## src/rtl/binary_to_bcd_converter_if.sv

```systemverilog
// binary_to_bcd_converter_if
//   Handshake and data bundle for the sequential binary-to-BCD converter.
//   W: binary width, D: number of BCD digits.
//   start_i  : request a conversion (driven by the master)
//   binary_i : unsigned value captured on the accepted start edge
//   ready_o  : converter is idle and will accept start_i
//   done_o   : one-cycle pulse, bcd_o holds a fresh result
//   bcd_o    : packed BCD result, digit 0 in bits [3:0]
interface binary_to_bcd_converter_if #(
  parameter int W = 16,
  parameter int D = 5
);
  logic           start_i;
  logic [W-1:0]   binary_i;
  logic           ready_o;
  logic           done_o;
  logic [4*D-1:0] bcd_o;

  modport master (
    output start_i,
    output binary_i,
    input  ready_o,
    input  done_o,
    input  bcd_o
  );

  modport slave (
    input  start_i,
    input  binary_i,
    output ready_o,
    output done_o,
    output bcd_o
  );
endinterface

```

## src/rtl/binary_to_bcd_converter.sv

```systemverilog
// binary_to_bcd_converter
//   Sequential double-dabble (shift-and-add-3) converter: one iteration per
//   input bit, W OP cycles per conversion, followed by a one-cycle DONE.
//   clk_i   : clock, all state updates on the rising edge
//   reset_i : synchronous, active-high reset
//   bus     : slave side of binary_to_bcd_converter_if (start/binary in,
//             ready/done/bcd out)
//
//   state | meaning
//   ------+--------------------------------------------------------------
//   IDLE  | ready_o high, waits for start_i, captures binary_i
//   OP    | one adjust+shift iteration per cycle, W cycles in total
//   DONE  | done_o high for one cycle, bcd_o holds the new result
module binary_to_bcd_converter #(
  parameter int W = 16,
  parameter int D = 5
) (
  input logic                         clk_i,
  input logic                         reset_i,
  binary_to_bcd_converter_if.slave    bus
);

  localparam int CW = $clog2(W) + 1;
  localparam int BW = 4 * D;

  // True when D digits can represent 2^W-1. The running power of ten stops
  // growing once it passes the maximum, so it never overflows 64 bits.
  function automatic bit digits_fit();
    longint unsigned max_val;
    longint unsigned p;
    max_val = (64'd1 << W) - 64'd1;
    p = 64'd1;
    for (int i = 0; i < D; i++) begin
      if (p <= max_val) p = p * 64'd10;
    end
    return (p > max_val);
  endfunction

  if (W < 1 || W > 32) begin : g_bad_width
    $error("binary_to_bcd_converter: W must be within 1..32");
  end
  if (!digits_fit()) begin : g_bad_digits
    $error("binary_to_bcd_converter: 10^D must exceed 2^W-1");
  end

  typedef enum logic [1:0] {
    IDLE = 2'd0,
    OP   = 2'd1,
    DONE = 2'd2
  } state_t;

  state_t          state;
  logic [BW-1:0]   bcd_work;
  logic [W-1:0]    bin_shift;
  logic [CW-1:0]   iter_cnt;
  logic [BW-1:0]   bcd_q;
  logic [BW-1:0]   bcd_adj;
  logic [BW-1:0]   bcd_next;

  // Add-3 correction applied to every digit in parallel before the shift,
  // so a digit of 5..9 carries correctly into the next digit after doubling.
  always_comb begin
    bcd_adj = bcd_work;
    for (int i = 0; i < D; i++) begin
      if (bcd_work[4*i +: 4] >= 4'd5) begin
        bcd_adj[4*i +: 4] = bcd_work[4*i +: 4] + 4'd3;
      end
    end
  end

  // Working BCD value after this iteration's shift; the MSB of the binary
  // shift register enters at the bottom.
  assign bcd_next = {bcd_adj[BW-2:0], bin_shift[W-1]};

  always_ff @(posedge clk_i) begin
    if (reset_i) begin
      state     <= IDLE;
      bcd_work  <= '0;
      bin_shift <= '0;
      iter_cnt  <= '0;
      bcd_q     <= '0;
    end else begin
      case (state)
        IDLE: begin
          if (bus.start_i) begin
            bin_shift <= bus.binary_i;
            bcd_work  <= '0;
            iter_cnt  <= CW'(W - 1);
            state     <= OP;
          end
        end
        OP: begin
          bcd_work  <= bcd_next;
          bin_shift <= bin_shift << 1;
          if (iter_cnt == '0) begin
            bcd_q <= bcd_next;
            state <= DONE;
          end else begin
            iter_cnt <= iter_cnt - CW'(1);
          end
        end
        DONE: begin
          state <= IDLE;
        end
        default: begin
          state <= IDLE;
        end
      endcase
    end
  end

  // Status is decoded from the state register alone, so no path exists from
  // start_i or binary_i to ready_o/done_o.
  assign bus.ready_o = (state == IDLE);
  assign bus.done_o  = (state == DONE);
  assign bus.bcd_o   = bcd_q;

endmodule

```

## src/flat_wrapper.sv

```systemverilog
// flat-port wrapper written by rule: the top's interface ports become plain ports
module binary_to_bcd_converter_flat 
#(
  parameter int W = 16,
  parameter int D = 5
)
  (clk_i, reset_i, bus_start_i, bus_binary_i, bus_ready_o, bus_done_o, bus_bcd_o);
  binary_to_bcd_converter_if #(.W(W), .D(D)) bus_i ();
  input logic clk_i;
  input logic reset_i;
  input wire logic [$bits(bus_i.start_i)-1:0] bus_start_i;
  input wire logic [$bits(bus_i.binary_i)-1:0] bus_binary_i;
  output wire logic [$bits(bus_i.ready_o)-1:0] bus_ready_o;
  output wire logic [$bits(bus_i.done_o)-1:0] bus_done_o;
  output wire logic [$bits(bus_i.bcd_o)-1:0] bus_bcd_o;
  assign bus_i.start_i = bus_start_i;
  assign bus_i.binary_i = bus_binary_i;
  assign bus_ready_o = bus_i.ready_o;
  assign bus_done_o = bus_i.done_o;
  assign bus_bcd_o = bus_i.bcd_o;
  binary_to_bcd_converter #(.W(W), .D(D)) u_core (.clk_i(clk_i), .reset_i(reset_i), .bus(bus_i));
endmodule
```

## config.mk

```make
export PLATFORM = sky130hd
export DESIGN_NAME = binary_to_bcd_converter_flat
export DESIGN_NICKNAME = d
export VERILOG_FILES = /design/src/rtl/binary_to_bcd_converter_if.sv /design/src/rtl/binary_to_bcd_converter.sv /design/src/flat_wrapper.sv
export SDC_FILE = /design/constraint.sdc
export NUM_CORES = 1
export LEC_CHECK = 0
export CORE_UTILIZATION = 39
export CTS_BUF_LIST = sky130_fd_sc_hd__clkbuf_4 sky130_fd_sc_hd__clkbuf_8
export DETAILED_ROUTE_END_ITERATION = 6
export PLACE_DENSITY = 0.75
export SLEW_MARGIN = 0
export SYNTH_ARGS = -nofsm -noshare
export SYNTH_HDL_FRONTEND = slang
export SYNTH_SLANG_ARGS = --single-unit
```

## constraint.sdc

```tcl
create_clock -name clk_i -period 1.65 [get_ports clk_i]
set_input_delay 0.4125 -clock clk_i [delete_from_list [all_inputs] [get_ports clk_i]]
set_output_delay 0.4125 -clock clk_i [all_outputs]
set_load 0.1 [all_outputs]
```

# After elaboration in Yosys (flattened, before gate mapping)
# Index checks and enable logic that the tools add are counted.
word_totals:
  output_inout_bits: 22
  input_bits: 19
  regBits: 63
classes:
  eq_ne: 5
  addsub: 6
  n_mux: 15
  n_reduce_logical: 7
  magnitude_cmp: 5
ops:
  columns: ["operator", "n"]
  rows:
  - ["$pmux W20 S2", 1]
  - ["$pmux W16 S2", 1]
  - ["$ge A4 B3 Y1 const B", 5]
  - ["$mux W20", 1]
  - ["$add A4 B2 Y4 const B", 4]
  - ["$mux W16", 1]
  - ["$mux W4", 4]
  - ["$mux W5", 2]
  - ["$pmux W5 S2", 1]
  - ["$reduce_and A2 Y1", 3]
  - ["$logic_not A5 Y1", 1]
  - ["$sub A5 B1 Y5 const B", 1]
  - ["$mux W2", 2]
  - ["$ne A2 B2 Y1 const B", 2]
  - ["$pmux W2 S2", 1]
  - ["$add A3 B2 Y3 const B", 1]
  - ["$mux W3", 1]
  - ["$reduce_and A3 Y1", 1]
  - ["$eq A2 B1 Y1 const B", 1]
  - ["$eq A2 B2 Y1 const B", 1]
  - ["$logic_not A2 Y1", 1]
  - ["$ne A2 B1 Y1 const B", 1]
  - ["$reduce_bool A2 Y1", 1]

# Depth between registers and ports, before layout
logic_depth:
  ltp_word: 3
  depth_mapped: 7
  depth_no_buf: 6

# Least setup slack after synthesis
# OpenSTA, ideal clock, no wires.
synth_path:
  path_type: "flip-flop to flip-flop"
  startpoint: "reg u_core.state[0]"
  endpoint: "reg u_core.iter_cnt[4]"
  path_buffers: 0
  arrival_time_ps: 2077
  required_ps: 1520
  setup_slack_ps: -557
  setup_time_ps: 130
  stages_incl_launch_ff: 5
  cell_sequence: "dfxtp_1 > nor2_1 > nand2_1 > nand3b_1 > a31oi_1"
synth_via:
  elab_chain_cells: 3
synth_lines:
  columns: ["element", "line", "rtl"]
  rows:
  - ["from (decl)", "binary_to_bcd_converter.sv:52", "state_t state;"]
  - ["from (signal assigned)", "binary_to_bcd_converter.sv:77", "state <= IDLE;"]
  - ["from (signal assigned)", "binary_to_bcd_converter.sv:89", "state <= OP;"]
  - ["from (signal assigned)", "binary_to_bcd_converter.sv:97", "state <= DONE;"]
  - ["$logic_not A2 Y1 (*)", null, null]
  - ["net bus_ready_o", "flat_wrapper.sv:13", "output wire logic [$bits(bus_i.ready_o)-1:0] bus_ready_o;"]
  - ["$ne A2 B2 Y1 (no source line) or $reduce_bool A2 Y1 (tied branches)", null, null]
  - ["$reduce_and A3 Y1 (no source line)", null, null]
  - ["to (signal assigned)", "binary_to_bcd_converter.sv:88", "iter_cnt <= CW'(W - 1);"]
  - ["to (signal assigned)", "binary_to_bcd_converter.sv:99", "iter_cnt <= iter_cnt - CW'(1);"]
  - ["to (decl)", "binary_to_bcd_converter.sv:55", "logic [CW-1:0] iter_cnt;"]
# The timed path passes the listed nets; every way through them passes the cells marked *.
# A chain may end at the register's enable or synchronous reset.

# Final worst setup path
layout_path:
  startpoint: "reg u_core.iter_cnt[0]"
  endpoint: "reg u_core.bcd_q[10], in the netlist u_core.bus.bcd_o[10]"
layout_via:
  elab_chain_cells: 2
layout_lines:
  columns: ["element", "line", "rtl"]
  rows:
  - ["$logic_not A5 Y1", "binary_to_bcd_converter.sv:95", "if (iter_cnt == '0) begin"]
  - ["$reduce_and A2 Y1 (no source line)", null, null]
  - ["to (signal assigned)", "binary_to_bcd_converter.sv:96", "bcd_q <= bcd_next;"]
  - ["to (decl)", "binary_to_bcd_converter.sv:56", "logic [BW-1:0] bcd_q;"]
# No other way between the ends.

==> results.tsv <==
metric	value	unit
Overall Power	4003	µW
Post-Syn Instances	310	
HP Class	flip-flop to flip-flop	
Slew HR	0.6893	
Hold Path End	u_core.bin_shift[8]	
Placer Congestion	0.8257	
Final Max Tran Viols	0	
YS warnings	0	
Hold-fix buffers, CTS	0	
post-synthesis cell area	2824	µm²
final wirelength	7.122	mm
top-area cell type share of the netlist area	0.4466	
Initial Utilization	0.4089	
drt pass-1 iters	4	
post-synthesis sequential area ratio	0.4466	
leading area contributor after synthesis	dfxtp_1	
required time of the critical path	1920	ps
critical path startpoint category	flip-flop	
Die W	87.10	µm
peak supply drop	531.7	µV
outcome	finished with violations	
layout filler cell count	574	
Slowest-stage cell, CP	or4b_4	
DRT antenna net count	0	
Synth Register Bits	63	
DP HPWL	4.862	mm
largest net degree at the start of global routing	34	
Max Cap Viol	0	
crit-path cells	inv_2, ha_4, or4b_4, or3_4, buf_6, o22ai_2	
grt ovf	0	
crit path launch	u_core.iter_cnt[0]	
Avg Inst Size Synth	9.110	µm²
fmax	577.7	MHz
vias in the first global route	2546	
Setup Viol. Count Final	12	
failing checks	setup timing	
worst r2r src	u_core.iter_cnt[0]	
register area	1265	µm²
root buffer cell	clkbuf_8	
post-DR vias/cell	5.284	
Area Growth Syn to Fin	50.78	%
clock sinks	63	
LEAKAGE	0.001570	µW
wire length per cell	14.56	µm
Worst-Margin Slew	465.1	ps
TritonCTS Buffers	9	
port buffer count	40	
FF-to-FF End	u_core.bus.bcd_o[10]	
final worst path period share	1.049	
CP peak stage delay	490	ps
gr usage total	0.1976	
worst setup margin	-81.11	ps
First DRT Iteration DRCs	96	
unrepaired setup endpoints after global routing	yes	
syn nets	340	
# nets final	418	
vias	2584	
proportion of layout cells with a drive suffix above 1	0.3410	
Period minus WS final	1731	ps
HP Start	u_core.bin_shift[7]	
Worst setup EP type	flip-flop	
FP Rows	30	
final hold slack	478.9	ps
Die H	87.10	µm
ant diodes	0	
multi-input logic area	1603	µm²
Clk Latency, worst-skew pair	350	ps
first-pass GRT wire length	11.53	mm
synth top area cells	dfxtp_1 (45%), a311oi_1 (5.3%), nand2_1 (4.9%)	
number of H-tree levels	3	
Core Region	6907	µm²
Yosys cell types	36	
Max FO, Critical Path	6	
WP data arrival	2000	ps
DRC	0	
initial antenna violation count	0	
worst r2r path cells	6	
TritonCTS clock tree	done	
Clk pin slew, worst setup/hold paths	70	ps
Pwr Density	940.2	nW/µm²
Clock Path Buffers	2	
Hold Path Depth	2	
Layout Skew	10.09	ps
Fin. Hold Viols	0	
# IOs	41	
kind of critical path	flip-flop to flip-flop	
die area	7586	µm²
setup slack, reg-to-reg	-80	ps
[worst max-delay path by stage]
stage	end	slack, ps
after floorplan	u_core.bus.bcd_o[10]	-50
after global placement	u_core.bus.bcd_o[10]	-110
after detailed placement	u_core.bcd_work[18]	-160
after CTS	u_core.bus.bcd_o[10]	-70
after global routing	u_core.bus.bcd_o[6]	-160
final	u_core.bus.bcd_o[10]	-80
[layout make-up]
type	instances	share of cell area
multi-input combinational	217	0.3764
sequential	63	0.2971
timing repair buffer	85	0.2424
clock buffer	10	0.03086
tap	96	0.02821
clock inverter	6	0.01440
inverter	12	0.01058
[layout by cell type (no fill, tap or decap), types with 7 or more instances in the layout]
master           netlist  routed
a21oi_1               12       8
a311oi_1              17      16
buf_12                 0      27
buf_4                  0      37
clkbuf_8               0       9
clkdlybuf4s50_1        0      18
dfxtp_1               63      60
ha_1                  11       8
inv_1                 12      10
nand2_1               37      37
nand2b_1              18      18
nor2_1                34      24
nor2_2                 0       7
nor3b_1                8       8
o22ai_1               10       9
o22ai_2                9       9
[flip-flops by register name, summed over array words and instances (netlist names)]
signal	cells
u_core.bcd_work	20
u_core.bin_shift	16
u_core.bus.bcd_o	20
u_core.iter_cnt	5
u_core.state	2
[synth_stat cells (all sizes together)]
master and instances:
a32o 5, nand3 2, o21bai 1, nor3b 8, o22ai 19, a31oi 2, a211oi 8, nand2b 18
xnor2 5, or4b 1, or3 2, clkbuf 12, nor4b 1, o31ai 5, nand3b 1, dfxtp 63
a32oi 1, nand2 37, a311oi 17, o21ai 6, mux2 5, mux2i 1, buf 6, ha 11
nor3 6, o2bb2ai 5, nor2 35, nor2b 2, a21oi 12, xor2 1, inv 12
[worst max-delay path, delay by kind of cell (launching register included)]
kind,cells,cell delay (ps)
AND/OR/NAND/NOR,2,850
flip-flops,1,330
buffers and inverters,2,220
adder cells (fa/ha/maj),1,140
AO/OA/AOI/OAI,1,130
[cells by family after synthesis]
group | count (synthesis) | share of synthesized area
simple gates | 113 | 0.1936
compound gates | 81 | 0.2246
flops | 63 | 0.4466
buf+inv | 30 | 0.04430
fa+ha+maj | 11 | 0.04874
xor+xnor | 6 | 0.01861
mux | 6 | 0.02348
[through the flow]
stage | cells | util | TNS (ps) | setup slack [ps] | instance area [µm²]
after floorplan | 310 | - | -503.6 | -50.95 | 2844
after global placement | 469 | 0.5596 | -2379 | -106.1 | 3865
after detailed placement | 469 | 0.5596 | -4143 | -159.8 | 3865
after CTS | 488 | 0.5989 | -741.4 | -73.54 | 4136
after global routing | 489 | 0.6165 | -2183 | -156.2 | 4258
final | 489 | 0.6165 | -766.2 | -81.11 | 4258
[what timing repair did]
action / 4_1_cts / 5_1_grt
buffers inserted: 2 / 2
gates cloned: 1 / 0
endpoints found under the setup margin: 13 / 27
pin swaps: 5 / 10
gates resized for setup: 7 / 30
[report_power, final]
part	internal, µW	switching, µW	total, µW	leakage, µW
logic	446	549	994	0.000956
clock network	708	619	1330	0.0000994
registers	1610	67.0	1680	0.000515
total	2770	1230	4000	0.00157
[metal layers]
| layer | part of all wire | vias to the layer above | GRT usage |
|---|---|---|---|
| met5 | 0 | - | 0 |
| met4 | 0.022 | 0 | 0.1058 |
| li1 | - | 1274 | - |
| met3 | 0.026 | 11 | 0.03318 |
| met2 | 0.51 | 42 | 0.3350 |
| met1 | 0.44 | 1257 | 0.2396 |
No activity file was read; power rests on OpenSTA's default activity.
==> edit 1 (same flow settings) <==
`D` is set to 5 in 3 places; all go to 10.
--- a/src/rtl/binary_to_bcd_converter_if.sv
+++ b/src/rtl/binary_to_bcd_converter_if.sv
@@ -8,7 +8,7 @@
 //   bcd_o    : packed BCD result, digit 0 in bits [3:0]
 interface binary_to_bcd_converter_if #(
   parameter int W = 16,
-  parameter int D = 5
+  parameter int D = 10
 );
   logic           start_i;
   logic [W-1:0]   binary_i;
--- a/src/rtl/binary_to_bcd_converter.sv
+++ b/src/rtl/binary_to_bcd_converter.sv
@@ -13,7 +13,7 @@
 //   DONE  | done_o high for one cycle, bcd_o holds the new result
 module binary_to_bcd_converter #(
   parameter int W = 16,
-  parameter int D = 5
+  parameter int D = 10
 ) (
   input logic                         clk_i,
   input logic                         reset_i,
--- a/src/flat_wrapper.sv
+++ b/src/flat_wrapper.sv
@@ -2,7 +2,7 @@
 module binary_to_bcd_converter_flat 
 #(
   parameter int W = 16,
-  parameter int D = 5
+  parameter int D = 10
 )
   (clk_i, reset_i, bus_start_i, bus_binary_i, bus_ready_o, bus_done_o, bus_bcd_o);
   binary_to_bcd_converter_if #(.W(W), .D(D)) bus_i ();
Interface: changed (resized bus_bcd_o); port bits go from 41 to 61. No check against the original RTL was run, so the function may have changed too.
==> edit 1 against the unedited design <==
The run ends with design-rule violations, negative setup slack left. Routed wire length is 66% higher. Worst setup slack better by 0.013 ns. Clock power is 18% higher. Cell area is 57% higher. Cell count is 56% higher. Sequential power is 60% higher. Combinational power is 28% higher. Sequential cell count is 40 higher. Synthesized area is 64% higher. Power is 38% higher. Largest power group unchanged.
==> edit 1: results (changes against the unedited design) <==
| Metric | Value |
|---|---|
| Worst hold margin | `0.480 ns (was 0.479 ns)` |
| Gates resized, CTS repair | `29 (was 7)` |
| Clk Latency, worst-skew pair | `0.37 ns (was 0.35 ns)` |
| Antenna violations before repair | `0 (unchanged)` |
| Hold EP | `u_core.bcd_work[25] (was u_core.bin_shift[8])` |
| Fill count | `943 (was 574)` |
| Share of cells above drive strength 1 | `0.317 (was 0.341)` |
| Worst R2R End | `u_core.bus.bcd_o[25] (was u_core.bus.bcd_o[10])` |
| Gr usage total | `0.191 (was 0.198)` |
| 1st-iter DRT viols | `220 (was 96)` |
| Post-route setup slack | `-0.0683 ns (was -0.0811 ns)` |
| HPWL Detailed | `7940 um (was 4860 um)` |
| Maximum ir drop on the vdd rail | `0.387 mV (was 0.532 mV)` |
| Top cells by count, synth | `dfxtp_1, a21oi_1, nor2_1 (was dfxtp_1, nand2_1, nor2_1)` |
| DRT Wirelength | `11800 um (was 7120 um)` |
| Clock transition at path regs | `0.10 ns (was 0.07 ns)` |
| Met3 Wirelength | `511 um (was 182 um)` |
| Setup violators final | `39 (was 12)` |
| Setup CP Type | `reg2reg (unchanged)` |
| Hold depth | `1 (was 2)` |
| Seq/Total Area, Yosys | `0.445 (was 0.447)` |
| CP Data Arrival Time | `2.02 ns (was 2.00 ns)` |
| Vias/cell | `5.53 (was 5.28)` |
| Reg2Reg Depth | `8 (was 6)` |
| Port bufs | `60 (was 40)` |
| Largest net degree at the start of global routing | `26 (was 34)` |
| Number of post-CTS setup repair buffers | `9 (was 2)` |
| Violated checks | `design-rule violations, negative setup slack (was negative setup slack)` |
| Met1 WL | `5120 um (was 3150 um)` |
| Syn_nets | `558 (was 340)` |
| Max FO, Critical Path | `11 (was 6)` |
| Ranking of synthesized cells by area | `dfxtp_1, a21oi_1, ha_1 (was dfxtp_1, a311oi_1, nand2_1)` |
| Outcome | `finished with violations (unchanged)` |
| Number of global-route vias before repair | `4141 (was 2546)` |
| Routability cong. | `0.796 (was 0.826)` |
| Worst slew pin tran | `0.332 ns (was 0.465 ns)` |
| Leakage | `0.00237 uW (was 0.00157 uW)` |
| Netlist cell types | `36 (unchanged)` |
| Met2 WL | `5990 um (was 3630 um)` |
| First-pass GRT wire length | `19200 um (was 11500 um)` |
| Nets | `654 (was 418)` |
| DRC viols | `8 (was 0)` |
| Final Skew | `0.00924 ns (was 0.0101 ns)` |
-- edit 1: changes by cell type in the layout (fill, tap and decap cells not counted), moves of 10 or more --
cell	change
dfxtp_1	+38
nor3b_1	+13
nor2b_1	+11
a311oi_1	-12
inv_1	+12
a21oi_1	+36
o21ai_0	+13
o2bb2ai_1	+24
nor2_1	+10
buf_12	+19
o221a_2	+12
buf_4	+10
-- edit 1: metrics by stage --
stage                     area [sq um]  setup WS (ns)  cells  utilization
after floorplan                   4710         -0.287    518            -
after global placement            6110         -0.140    731        0.531
after detailed placement          6110         -0.184    731        0.531
after CTS                         6530        -0.0491    757        0.567
after global routing              6680         -0.156    761        0.580
final                             6680        -0.0683    761        0.580
-- edit 1: worst max-delay path: stages (launching register included) --
cell	delay [ns]
dfxtp_2	0.34
inv_2	0.07
ha_4	0.12
or3b_4	0.39
nor3_4	0.15
buf_12	0.17
nand2_4	0.07
buf_6	0.16
o22ai_1	0.15
-- edit 1: layout make-up --
class,count,area (sq um),area share
clock inverters,6,61.3,0.00918
repair buffers,119,1580,0.236
well taps,143,179,0.0268
clock buffers,9,124,0.0185
multi-input cells,356,2570,0.385
flip-flops and latches,103,2070,0.310
inverters,25,93.8,0.0141
-- edit 1: where the power goes --
part           switching [uW]  internal, uW  leakage (uW)  total [uW]
clock                     877           691     0.0000953        1570
combinational             718           552       0.00143        1270
sequential               89.7          2590      0.000838        2680
-- edit 1: cells by family after synthesis --
group,after synthesis,synth area share
AOI/OAI and AO/OA,164,0.239
and+or+nand+nor,150,0.164
DFF,103,0.445
buffers and inverters,59,0.0497
adders and majority gates,21,0.0567
muxes,11,0.0265
xor gates and xnor gates,10,0.0189
-- edit 1: layer usage --
metal,GRT usage,up-vias
met2,0.334,119
met1,0.232,2016
met4,0.0820,0
met3,0.0306,25
met5,0,-
li1,-,2049
==> edit 2 (same flow settings) <==
Made on the original files. The 3 states of `state_t` get a one-hot encoding in 3 bits.
--- a/src/rtl/binary_to_bcd_converter.sv
+++ b/src/rtl/binary_to_bcd_converter.sv
@@ -43,10 +43,10 @@
     $error("binary_to_bcd_converter: 10^D must exceed 2^W-1");
   end
 
-  typedef enum logic [1:0] {
-    IDLE = 2'd0,
-    OP   = 2'd1,
-    DONE = 2'd2
+  typedef enum logic [2:0] {
+    IDLE = 3'b001,
+    OP   = 3'b010,
+    DONE = 3'b100
   } state_t;
 
   state_t          state;
Check against the original RTL: no difference found for any inputs over 10 cycles, from zero or initial values and one cycle with reset_i high; not proved beyond that.
==> edit 2 against the unedited design <==
Register-to-register slack gained 0.12 ns. Worst setup slack improved by 0.10 ns. Power shrank 8.4%. Via count is 0.43% lower. Hold slack got worse by 0.081 ns. Cell area is 0.50% lower. Routed wire length grew 0.63%. Sequential cell count is 1 higher. Global-route usage fell by 1.2 points. Non-clock buffer count shrank 13. Synthesized area grew 5.8%. Die area up 5.7%. Critical path type is now reg2out.
==> edit 2: results (changes against the unedited design) <==
| Metric | Value |
|---|---|
| Routability cong. | `0.767 (was 0.826)` |
| Hold Path Class | `in2reg (was reg2reg)` |
| Inst Count DP | `470 (was 469)` |
| Worst R2R End | `u_core.bin_shift[15] (was u_core.bus.bcd_o[10])` |
| Fraction of area in multi-input gates | `0.381 (was 0.376)` |
| Ranking of synthesized cells by area | `dfxtp_1, a21oi_1, ha_1 (was dfxtp_1, a311oi_1, nand2_1)` |
| Maximum ir drop on the vdd rail | `0.421 mV (was 0.532 mV)` |
| Reg2Reg Depth | `7 (was 6)` |
| Seq/Total Area, Yosys | `0.429 (was 0.447)` |
| HPWL Detailed | `4750 um (was 4860 um)` |
| Top cells by count, synth | `dfxtp_1, a21oi_1, nor2_1 (was dfxtp_1, nand2_1, nor2_1)` |
| Syn_nets | `354 (was 340)` |
| Leakage | `0.00152 uW (was 0.00157 uW)` |
| 1st-iter DRT viols | `81 (was 96)` |
| Critical Path Max Stage Delay | `0.34 ns (was 0.49 ns)` |
| Post-placement worst setup slack | `-0.213 ns (was -0.160 ns)` |
| Int Pwr | `2740 uW (was 2770 uW)` |
| Outcome | `finished, final reports clean (was finished with violations)` |
| Clk tree area frac | `0.0532 (was 0.0453)` |
| RR Startpoint | `u_core.state[0] (was u_core.iter_cnt[0])` |
| Post-layout instance area | `4240 sq um (was 4260 sq um)` |
| Avg Inst Size Synth | `9.23 sq um (was 9.11 sq um)` |
| Share of cells above drive strength 1 | `0.295 (was 0.341)` |
| Flop-to-flop setup slack | `0.04 ns (was -0.08 ns)` |
| Netlist cell types | `38 (was 36)` |
| Vias/cell | `5.23 (was 5.28)` |
| Max FO, Critical Path | `4 (was 6)` |
## edit 2: changes by cell type in the layout (fill, tap and decap cells not counted), sizes merged, moves of 7 or more
| cell | change |
|---|---|
| a21oi | +22 |
| o22ai | -19 |
| buf | -14 |
| o21ai | +14 |
| a211oi | +13 |
| a311oi | -11 |
| nand2b | -10 |
| nand3b | +9 |
| o2bb2ai | +9 |
| nand2 | -7 |
## edit 2: routing by layer
metal | global-route usage | vias to the layer above | wire length, um
met4 | 0.0606 | 0 | 78
met3 | 0.0619 | 10 | 287
met2 | 0.315 | 42 | 3610
li1 | - | 1284 | -
met5 | 0 | - | 0
met1 | 0.220 | 1237 | 3190
## edit 2: worst max path at each step
stage | slack [ns] | endpoint | depth (start not counted) | from
floorplan | 0.009 | bus_ready_o | 1 | u_core.state[1]
CTS | -0.005 | bus_done_o | 3 | u_core.state[1]
global route | -0.03 | bus_done_o | 3 | u_core.state[1]
global placement | -0.17 | u_core.iter_cnt[1] | 6 | bus_start_i
detailed placement | -0.21 | u_core.bin_shift[4] | 6 | bus_start_i
finish | 0.02 | bus_done_o | 3 | u_core.state[1]
## edit 2: what timing repair did
action | CTS | global route
pin swaps | 2 | 4
buffers inserted | 1 | 3
hold endpoints to repair | 0 | 0
cloned | 0 | 2
setup endpoints to repair | 8 | 27
gates resized for setup | 4 | 10
## edit 2: logic make-up (layout without fill, tap and decap cells)
group,after synthesis,after routing,share of synthesized area
compound gates,96,96,0.230
flops,64,64,0.429
xor+xnor,5,5,0.0146
fa+ha+maj,11,11,0.0460
buf+inv,32,101,0.0498
mux,6,6,0.0222
simple gates,110,110,0.209
## edit 2: critical path, delay by kind of cell (launching register included)
kind                   cells  cell delay (ns)
and+or+nand+nor            1             0.20
DFF                        1             0.34
buffers and inverters      2             0.32
